### src/rtl/mz_seq_pkg.sv
// Shared state encoding, register map and default durations for the
// Mach-Zehnder pulse scheduler.
package mz_seq_pkg;

    typedef logic [2:0] state_t;

    localparam logic [2:0] ST_IDLE = 3'd0;
    localparam logic [2:0] ST_PRE  = 3'd1;
    localparam logic [2:0] ST_P1   = 3'd2;
    localparam logic [2:0] ST_W1   = 3'd3;
    localparam logic [2:0] ST_P2   = 3'd4;
    localparam logic [2:0] ST_W2   = 3'd5;
    localparam logic [2:0] ST_P3   = 3'd6;
    localparam logic [2:0] ST_HOLD = 3'd7;

    localparam logic [2:0] ADDR_PRE    = 3'd0;
    localparam logic [2:0] ADDR_PI2    = 3'd1;
    localparam logic [2:0] ADDR_WAIT   = 3'd2;
    localparam logic [2:0] ADDR_PI     = 3'd3;
    localparam logic [2:0] ADDR_HOLD   = 3'd4;
    localparam logic [2:0] ADDR_NSHOTS = 3'd5;

    localparam int unsigned DEF_PRE  = 400;
    localparam int unsigned DEF_PI2  = 333;
    localparam int unsigned DEF_WAIT = 66600;
    localparam int unsigned DEF_PI   = 666;
    localparam int unsigned DEF_HOLD = 33300;

    function automatic logic is_pulse(input state_t st);
        return (st == ST_P1) || (st == ST_P2) || (st == ST_P3);
    endfunction

endpackage

### src/rtl/sync_edge.sv
// Two-flop synchronizer; with EDGE set, the output is a one-cycle pulse on
// the synchronized rising edge, otherwise the synchronized level.
module sync_edge
    import mz_seq_pkg::*;
#(
    parameter bit EDGE = 1'b1
) (
    input  logic clk,
    input  logic rst,
    input  logic i_async,
    output logic o_q
);

    logic r_s1, r_s2;

    always_ff @(posedge clk) begin
        if (rst) begin
            r_s1 <= 1'b0;
            r_s2 <= 1'b0;
        end else begin
            r_s1 <= i_async;
            r_s2 <= r_s1;
        end
    end

    generate
        if (EDGE) begin : g_edge
            logic r_s3;
            always_ff @(posedge clk) begin
                if (rst) r_s3 <= 1'b0;
                else     r_s3 <= r_s2;
            end
            assign o_q = r_s2 & ~r_s3;
        end else begin : g_level
            assign o_q = r_s2;
        end
    endgenerate

endmodule

### src/rtl/mz_pulse_scheduler.sv
// Host-programmable pi/2 - wait - pi - wait - pi/2 sequencer driving the RF
// gate; staging registers are latched into active copies at each run start.
module mz_pulse_scheduler
    import mz_seq_pkg::*;
#(
    parameter int unsigned CNT_W    = 32,
    parameter int unsigned SHOT_W   = 16,
    parameter int unsigned PRE_DEF  = DEF_PRE,
    parameter int unsigned PI2_DEF  = DEF_PI2,
    parameter int unsigned WAIT_DEF = DEF_WAIT,
    parameter int unsigned PI_DEF   = DEF_PI,
    parameter int unsigned HOLD_DEF = DEF_HOLD
) (
    input  logic              clk,
    input  logic              rst,
    input  logic              trig,
    input  logic              abort,
    input  logic              cfg_we,
    input  logic [2:0]        cfg_addr,
    input  logic [CNT_W-1:0]  cfg_wdata,
    output logic              rf,
    output logic              busy,
    output logic              done,
    output logic [SHOT_W-1:0] shot_cnt
);

    logic [CNT_W-1:0]  r_stg_pre, r_stg_pi2, r_stg_wait, r_stg_pi, r_stg_hold;
    logic [SHOT_W-1:0] r_stg_nsh;
    logic [CNT_W-1:0]  r_act_pre, r_act_pi2, r_act_wait, r_act_pi, r_act_hold;
    logic [SHOT_W-1:0] r_act_nsh;
    state_t            r_state;
    logic [CNT_W-1:0]  r_cnt;
    logic              r_rf, r_busy, r_done;
    logic [SHOT_W-1:0] r_shot_cnt;

    logic              w_start, w_abort;
    state_t            w_next_state;
    logic [CNT_W-1:0]  w_next_len;
    logic [SHOT_W-1:0] w_shot_inc;

    // A zero duration still occupies one cycle.
    function automatic logic [CNT_W-1:0] load_val(input logic [CNT_W-1:0] d);
        return (d == '0) ? '0 : d - CNT_W'(1);
    endfunction

    sync_edge #(.EDGE(1'b1)) u_trig_sync (
        .clk     (clk),
        .rst     (rst),
        .i_async (trig),
        .o_q     (w_start)
    );

    sync_edge #(.EDGE(1'b0)) u_abort_sync (
        .clk     (clk),
        .rst     (rst),
        .i_async (abort),
        .o_q     (w_abort)
    );

    assign w_shot_inc = (&r_shot_cnt) ? r_shot_cnt : r_shot_cnt + SHOT_W'(1);

    always_comb begin
        w_next_state = ST_IDLE;
        w_next_len   = r_act_pre;
        case (r_state)
            ST_PRE:  begin w_next_state = ST_P1;   w_next_len = r_act_pi2;  end
            ST_P1:   begin w_next_state = ST_W1;   w_next_len = r_act_wait; end
            ST_W1:   begin w_next_state = ST_P2;   w_next_len = r_act_pi;   end
            ST_P2:   begin w_next_state = ST_W2;   w_next_len = r_act_wait; end
            ST_W2:   begin w_next_state = ST_P3;   w_next_len = r_act_pi2;  end
            ST_P3:   begin w_next_state = ST_HOLD; w_next_len = r_act_hold; end
            ST_HOLD: begin w_next_state = ST_PRE;  w_next_len = r_act_pre;  end
            default: begin w_next_state = ST_IDLE; w_next_len = r_act_pre;  end
        endcase
    end

    always_ff @(posedge clk) begin
        if (rst) begin
            r_stg_pre  <= CNT_W'(PRE_DEF);
            r_stg_pi2  <= CNT_W'(PI2_DEF);
            r_stg_wait <= CNT_W'(WAIT_DEF);
            r_stg_pi   <= CNT_W'(PI_DEF);
            r_stg_hold <= CNT_W'(HOLD_DEF);
            r_stg_nsh  <= SHOT_W'(1);
            r_state    <= ST_IDLE;
            r_cnt      <= '0;
            r_rf       <= 1'b0;
            r_busy     <= 1'b0;
            r_done     <= 1'b0;
            r_shot_cnt <= '0;
        end else begin
            if (cfg_we) begin
                case (cfg_addr)
                    ADDR_PRE:    r_stg_pre  <= cfg_wdata;
                    ADDR_PI2:    r_stg_pi2  <= cfg_wdata;
                    ADDR_WAIT:   r_stg_wait <= cfg_wdata;
                    ADDR_PI:     r_stg_pi   <= cfg_wdata;
                    ADDR_HOLD:   r_stg_hold <= cfg_wdata;
                    ADDR_NSHOTS: r_stg_nsh  <= cfg_wdata[SHOT_W-1:0];
                    default: ;
                endcase
            end
            r_done <= 1'b0;
            // Abort outranks both phase exit and the end-of-shot decision.
            if ((r_state != ST_IDLE) && w_abort) begin
                r_state <= ST_IDLE;
                r_rf    <= 1'b0;
                r_busy  <= 1'b0;
            end else if (r_state == ST_IDLE) begin
                if (w_start) begin
                    r_act_pre  <= r_stg_pre;
                    r_act_pi2  <= r_stg_pi2;
                    r_act_wait <= r_stg_wait;
                    r_act_pi   <= r_stg_pi;
                    r_act_hold <= r_stg_hold;
                    r_act_nsh  <= (r_stg_nsh == '0) ? SHOT_W'(1) : r_stg_nsh;
                    r_cnt      <= load_val(r_stg_pre);
                    r_shot_cnt <= '0;
                    r_busy     <= 1'b1;
                    r_state    <= ST_PRE;
                end
            end else if (r_cnt != '0) begin
                r_cnt <= r_cnt - CNT_W'(1);
            end else if (r_state == ST_HOLD) begin
                r_shot_cnt <= w_shot_inc;
                if (w_shot_inc == r_act_nsh) begin
                    r_state <= ST_IDLE;
                    r_busy  <= 1'b0;
                    r_done  <= 1'b1;
                end else begin
                    r_state <= ST_PRE;
                    r_cnt   <= load_val(r_act_pre);
                end
            end else begin
                r_state <= w_next_state;
                r_cnt   <= load_val(w_next_len);
                r_rf    <= is_pulse(w_next_state);
            end
        end
    end

    assign rf       = r_rf;
    assign busy     = r_busy;
    assign done     = r_done;
    assign shot_cnt = r_shot_cnt;

endmodule

### config.mk
export PLATFORM = sky130hd
export DESIGN_NAME = mz_pulse_scheduler
export DESIGN_NICKNAME = d
export VERILOG_FILES = /design/src/rtl/mz_seq_pkg.sv /design/src/rtl/sync_edge.sv /design/src/rtl/mz_pulse_scheduler.sv
export SDC_FILE = /design/constraint.sdc
export NUM_CORES = 1
export LEC_CHECK = 0
export ABC_AREA = 1
export CORE_UTILIZATION = 61
export CTS_CLUSTER_DIAMETER = 30
export DETAILED_ROUTE_END_ITERATION = 10
export GPL_ROUTABILITY_DRIVEN = 0
export GPL_TIMING_DRIVEN = 1
export PLACE_DENSITY = 0.83
export SYNTH_ARGS = -nofsm -noshare
export SYNTH_HDL_FRONTEND = slang
export SYNTH_HIERARCHICAL = 1
export SYNTH_SLANG_ARGS = --single-unit
### constraint.sdc
create_clock -name clk -period 25.6 [get_ports clk]
set_input_delay 5.12 -clock clk [delete_from_list [all_inputs] [get_ports clk]]
set_output_delay 5.12 -clock clk [all_outputs]
set_load 0.01 [all_outputs]
==> results.json <==
{
  "final_max_slew_viol_count": 0,
  "coreArea_um2": 32500,
  "wire_per_inst_um": 18.8,
  "cts.sinks": 411,
  "yosysWarnings": 6,
  "hpwl_mm": 38.8,
  "drtIter0Drc": 2573,
  "antenna_found_initial": 0,
  "place_ws_ns": 17.77,
  "diodes": 0,
  "syn_to_final_growth_pct": 17.9,
  "path_clk_slew_ns": 0.06,
  "design_area_um2": 23800,
  "clockBufferDepth": 3,
  "finalPower_mw": 1.95,
  "grt_pass1_vias": 18080,
  "ys.flop_type": "dfxtp_1",
  "drive_above_1_share_pct": 6.66,
  "ant_nets": 0,
  "clock_latency_ns": 0.62,
  "crit_required_ns": 26.10,
  "hold_depth": 0,
  "crit_path_end_kind": "register",
  "hold_path_end": "r_act_hold[8]",
  "syn_nets": 2762,
  "hold_buffers": 0,
  "die_w_um": 184,
  "reg2reg_depth": 18,
  "final_common_cell": "nor2_1",
  "ys_types": 43,
  "ctsResizeCount": 0,
  "worst_ep_arrival_time_ns": 7.97,
  "min_period_ns": 7.46,
  "grt_pass1_wl_mm": 95.8,
  "leakage_nw": 10.2,
  "synth_area_per_cell_um2": 7.44,
  "gr-usage-all-layers_pct": 36.6,
  "row_count": 66,
  "hold_violations": 0,
  "rsz0062_at_grt": "false",
  "startpoint_type": "input port",
  "fin_crit_sh_pct": 29.2,
  "io_pins": 59,
  "worst-path-max-fanout": 106,
  "overflow": 0,
  "drt-vias-per-instance": 5.92,
  "power_density_nw_per_um2": 81.9,
  "final-seq-area_um2": 9990,
  "crit_type": "in2reg",
  "syn_area_um2": 20200,
  "hp-class": "reg2reg",
  "skew_ns": 0.0382,
  "totalWireLength_mm": 61.1,
  "hp-start": "r_stg_hold[8]",
  "fin_nets": 2791,
  "layout_common_cells": "nor2_1, nand2_1, inv_1",
  "die-area_um2": 33800,
  "drt_first_pass_iters": 10,
  "post-cts-setup-buffers": 0,
  "ys_seq_area_share_pct": 49.5,
  "placed_area_um2": 21000,
  "cts_tree": "yes",
  "finalSetupTns_ns": 0,
  "peakVddDrop_v": 0.0000809,
  "r2r_start": "r_state[1]",
  "reg2reg_to": "r_cnt[22]",
  "multi_input_area_um2": 8700,
  "worst-slew-pin-transition_ns": 1.28,
  "fillers": 2325,
  "synth-seq-cells": 411,
  "synthCells": 2715,
  "rrSetupSlack_ns": 20.53,
  "max_freq_mhz": 134,
  "drc_errors": 0,
  "maxSlewHeadroom_pct": 14.9,
  "grt_max_degree": 177,
  "synth_edf_count": 176,
  "cts_buffers": 77,
  "port_buffers": 58,
  "async_flop_share_pct": 0,
  "cts_root_buffer": "clkbuf_16",
  "die_h_um": 184,
  "maxCapViolCount": 0,
  "setup_viol_count_final": 0,
  "status": "complete, no violations",
  "start_util_pct": 62.1,
  "htree_levels": 3,
  "fin_ws_ns": 18.14,
  "vias": 19249
}
[cell families after synthesis]
kind of cell	count (synthesis)	share of synthesized area [%]
AOI/OAI and AO/OA	315	8.13
xor gates and xnor gates	78	3.38
adders and majority gates	7	0.434
buffers and inverters	389	7.57
DFF	411	49.5
and+or+nand+nor	1515	31.0
[critical path: stages]
cell             delay, ns
clkdlybuf4s50_1       0.40
buf_4                 0.27
inv_4                 0.75
buf_4                 0.76
o21ai_0               0.28
a21oi_1               0.20
[state kept, by name, indices dropped and copies added, names as in the netlist, 16 cells and up]
register,count
r_act_pi2,32
r_stg_pi2,32
r_act_pi,32
r_act_hold,32
r_stg_pre,32
r_cnt,32
r_stg_hold,32
shot_cnt,16
r_act_pre,32
r_act_wait,32
r_act_nsh,16
r_stg_nsh,16
r_stg_pi,32
r_stg_wait,32
[cells in the mapped netlist, types with 2 or more instances]
master	instances	share of area, %
buf_6	2	0.11
nor2_2	5	0.15
nand3b_1	2	0.074
o22ai_1	2	0.062
or2_2	3	0.093
or2_0	3	0.093
nor2_4	2	0.11
or2_1	2	0.062
clkbuf_1	90	1.7
o211ai_1	4	0.15
inv_1	253	4.7
edfxtp_1	176	26
o2111ai_1	2	0.087
nand4_1	48	1.5
o21bai_1	6	0.22
o21ai_1	9	0.22
nand3_1	214	5.3
dfxtp_1	235	23
buf_2	28	0.69
nor4b_1	2	0.087
nor2_1	629	12
inv_2	5	0.093
clkinv_1	5	0.093
a31oi_1	8	0.25
nor3_1	35	0.87
xor2_1	55	2.4
xnor2_1	23	1.0
nor4_1	17	0.53
nand2_2	5	0.15
nand3_2	2	0.099
nand2_1	542	10
ha_1	7	0.43
buf_4	5	0.19
a21oi_1	74	1.8
o21ai_0	207	5.1
[layer usage]
layer / GRT usage [%] / wire (µm) / vias to the layer above
met2: 56.7 / 27500 / 1398
met4: 20.3 / 3170 / 0
li1: - / - / 8845
met1: 47.3 / 22800 / 8736
met5: 0 / 0 / -
met3: 8.44 / 7670 / 270
[where the power goes]
group          internal [mW]  total, mW  switching [mW]
combinational         0.0432      0.145           0.102
sequential             0.704      0.719          0.0149
clock                  0.723       1.09           0.363
total                   1.47       1.95           0.479
[metrics by stage]
step,hold WS [ns],util [%],cells
after global placement,0.398,64.4,3107
after CTS,0.403,73.2,3250
after detailed placement,0.403,64.4,3107
after floorplan,0.388,-,2715
final,0.402,73.2,3250
after global routing,0.411,73.2,3250
[area by class of cell]
| class | count | area share, % |
|---|---|---|
| timing repair buffer | 76 | 3.06 |
| tap | 442 | 2.32 |
| clock buffer | 99 | 9.49 |
| sequential | 411 | 42.0 |
| inverter | 263 | 4.16 |
| clock inverter | 44 | 2.46 |
| multi-input combinational | 1915 | 36.5 |
[how the worst max path moves through the flow]
stage / cells past startpoint / slack (ns) / end / start
final: 6 / 18.14 / r_stg_pre[5] / rst
after floorplan: 3 / 12.04 / r_act_hold[0] / rst
after detailed placement: 6 / 17.77 / r_stg_pi2[10] / rst
after CTS: 6 / 18.29 / r_stg_pre[5] / rst
after global placement: 6 / 17.84 / r_stg_pre[5] / rst
after global routing: 6 / 18.03 / r_stg_pre[5] / rst
Note: power is estimated with default switching activity, not from simulation.
==> variant (same flow settings) <==
Register the input `cfg_wdata` before use, without a reset. The logic sees it one clock later. The other inputs are not delayed to match.
--- a/src/rtl/mz_pulse_scheduler.sv
+++ b/src/rtl/mz_pulse_scheduler.sv
@@ -24,4 +24,10 @@
     output logic [SHOT_W-1:0] shot_cnt
 );
+
+    logic [CNT_W-1:0] cfg_wdata_q;
+
+    always_ff @(posedge clk) begin
+        cfg_wdata_q <= cfg_wdata;
+    end
 
     logic [CNT_W-1:0]  r_stg_pre, r_stg_pi2, r_stg_wait, r_stg_pi, r_stg_hold;
@@ -92,10 +98,10 @@
             if (cfg_we) begin
                 case (cfg_addr)
-                    ADDR_PRE:    r_stg_pre  <= cfg_wdata;
-                    ADDR_PI2:    r_stg_pi2  <= cfg_wdata;
-                    ADDR_WAIT:   r_stg_wait <= cfg_wdata;
-                    ADDR_PI:     r_stg_pi   <= cfg_wdata;
-                    ADDR_HOLD:   r_stg_hold <= cfg_wdata;
-                    ADDR_NSHOTS: r_stg_nsh  <= cfg_wdata[SHOT_W-1:0];
+                    ADDR_PRE:    r_stg_pre  <= cfg_wdata_q;
+                    ADDR_PI2:    r_stg_pi2  <= cfg_wdata_q;
+                    ADDR_WAIT:   r_stg_wait <= cfg_wdata_q;
+                    ADDR_PI:     r_stg_pi   <= cfg_wdata_q;
+                    ADDR_HOLD:   r_stg_hold <= cfg_wdata_q;
+                    ADDR_NSHOTS: r_stg_nsh  <= cfg_wdata_q[SHOT_W-1:0];
                     default: ;
                 endcase
Function: same outputs for any inputs over 4 cycles, from zero or initial values and one cycle with rst high; that may be too few to reach the edited logic, so the function may still have changed.
==> variant against the original RTL <==
Setup slack improved by 16 ps. Synthesized area up 3.6%. Highest routed layer unchanged. Register-to-register slack gained 590 ps. Non-clock buffer count grew 6. Cell area up 3.4%. Combinational power fell by 6%. Largest power group unchanged. Die area rose by 3.6%. Sequential cell count grew 32. First-iteration DRC count rose by 15%. Routed wire length is 4.8% higher. Total power up 4.5%. Sequential share of layout area up 1.2 points.
==> variant: results (changes against the original RTL) <==
Power and ir drop
  – Leak: 10.6 nW (+3.4%)
  – Internal power: 1.53 mW (+4.1%)
  – VDD IR-drop max: 0.0772 mV (-4.6%)

Critical path
  – Critical path's largest stage delay: 920 ps (+160 ps)
  – Worst setup path end: r_stg_pi2[10]
  – Reg-to-reg endpoint: r_cnt[30]
  – Worst R2R Path Depth: 19 (+1)
  – Data arrival, critical path: 7980 ps (about the same)
  – CP Max Fanout: 112 (+5.7%)

Placed design
  – DPL Wire Length: 40.6 mm (+4.7%)
  – Cell count after placement: 3136 (+0.93%)

Global routing
  – Global-route wire length before repair: 99.2 mm (+3.5%)
  – Vias in the first global route: 18800 (+3.9%)
  – Global-route usage over all layers: 36.0% (-0.60 points)

Status
  – Outcome: completed

Synth
  – Sequential share of the synthesized area: 50.8% (+1.3 points)
  – Syn_area_per_cell: 7.67 µm² (+3.1%)
  – Top post-synthesis cells by area: dfxtp_1 26%, edfxtp_1 25%, nor2_1 11%, nand2_1 10%, o21ai_0 4.7%
  – Most common library cells after synthesis: 605 x nor2_1, 571 x nand2_1, 267 x dfxtp_1

Cells and area
  – Share of cells above drive strength 1: 7.85% (+1.2 points)
  – Nets: 2821 (+1.1%)
  – Filler cell count: 2375 (+2.2%)
  – Layout Cells excl Fill: 3290 (+1.2%)

CTS
  – CTS Buf Count: 84 (+9.1%)

Detailed routing
  – Drt first pass iters: 7 (-3)
  – Via count: 19800 (+3.0%)
  – Final WL: 64.1 mm (+4.8%)

STA
  – Worst-case clock skew: 29.5 ps (-8.73 ps)
-- variant: cells by family after synthesis --
kind of cell	count (synthesis)	share of synthesized area (%)
compound gates	314	7.71
xor+xnor	80	3.35
fa+ha+maj	7	0.418
buf+inv	363	7.14
flops	443	50.8
simple gates	1523	30.6
-- variant: metal layers --
layer / GRT usage, % / vias up / share of wire [%]
li1: - / 8954 / -
met1: 45.7 / 9178 / 37
met2: 55.9 / 1424 / 45
met3: 10.2 / 272 / 13
met4: 19.1 / 0 / 4.9
met5: 0 / - / 0
-- variant: stage by stage --
step	utilization (%)	power [mW]	cell area, µm²	setup slack (ps)
detailed placement	64.5	0.923	21700	17760
global route	73.2	2.09	24600	17980
floorplan	-	0.880	20900	12240
global placement	64.5	0.918	21700	17840
CTS	73.2	2.03	24600	18240
finish	73.2	2.04	24600	18150
-- variant: area by class of cell --
type	count	area (µm²)	area share, %
antenna	1	2.50	0.0102
clock buffer	106	2400	9.75
clock inverter	47	517	2.10
inverter	239	902	3.66
multi-input combinational	1924	8830	35.9
sequential	443	10600	43.2
tap	448	561	2.28
timing repair buffer	82	773	3.14
-- variant: critical path: cells and delay by family --
kind | cells | cell delay (ps)
buffers and inverters | 4 | 2280
AO/OA/AOI/OAI | 1 | 320
AND/OR/NAND/NOR | 1 | 190
-- variant: power groups by stage --
stage	Clock (mW)	Combinational (mW)	Sequential, mW
floorplan	0	0.0964	0.784
global placement	0	0.126	0.792
detailed placement	0	0.130	0.793
CTS	1.12	0.133	0.780
global route	1.16	0.150	0.782
finish	1.12	0.137	0.782
-- variant: worst min path at each step --
stage                                 start                to  slack, ps  cells past startpoint
after floorplan           u_abort_sync/r_s1  u_abort_sync/o_q        390                      2
after detailed placement   u_trig_sync/r_s1  u_trig_sync/r_s2        400                      2
after global routing          r_stg_pi2[27]     r_act_pi2[27]        430                      0
after CTS                  u_trig_sync/r_s1  u_trig_sync/r_s2        400                      2
after global placement     u_trig_sync/r_s1  u_trig_sync/r_s2        400                      2
final                      u_trig_sync/r_s1  u_trig_sync/r_s2        400                      2
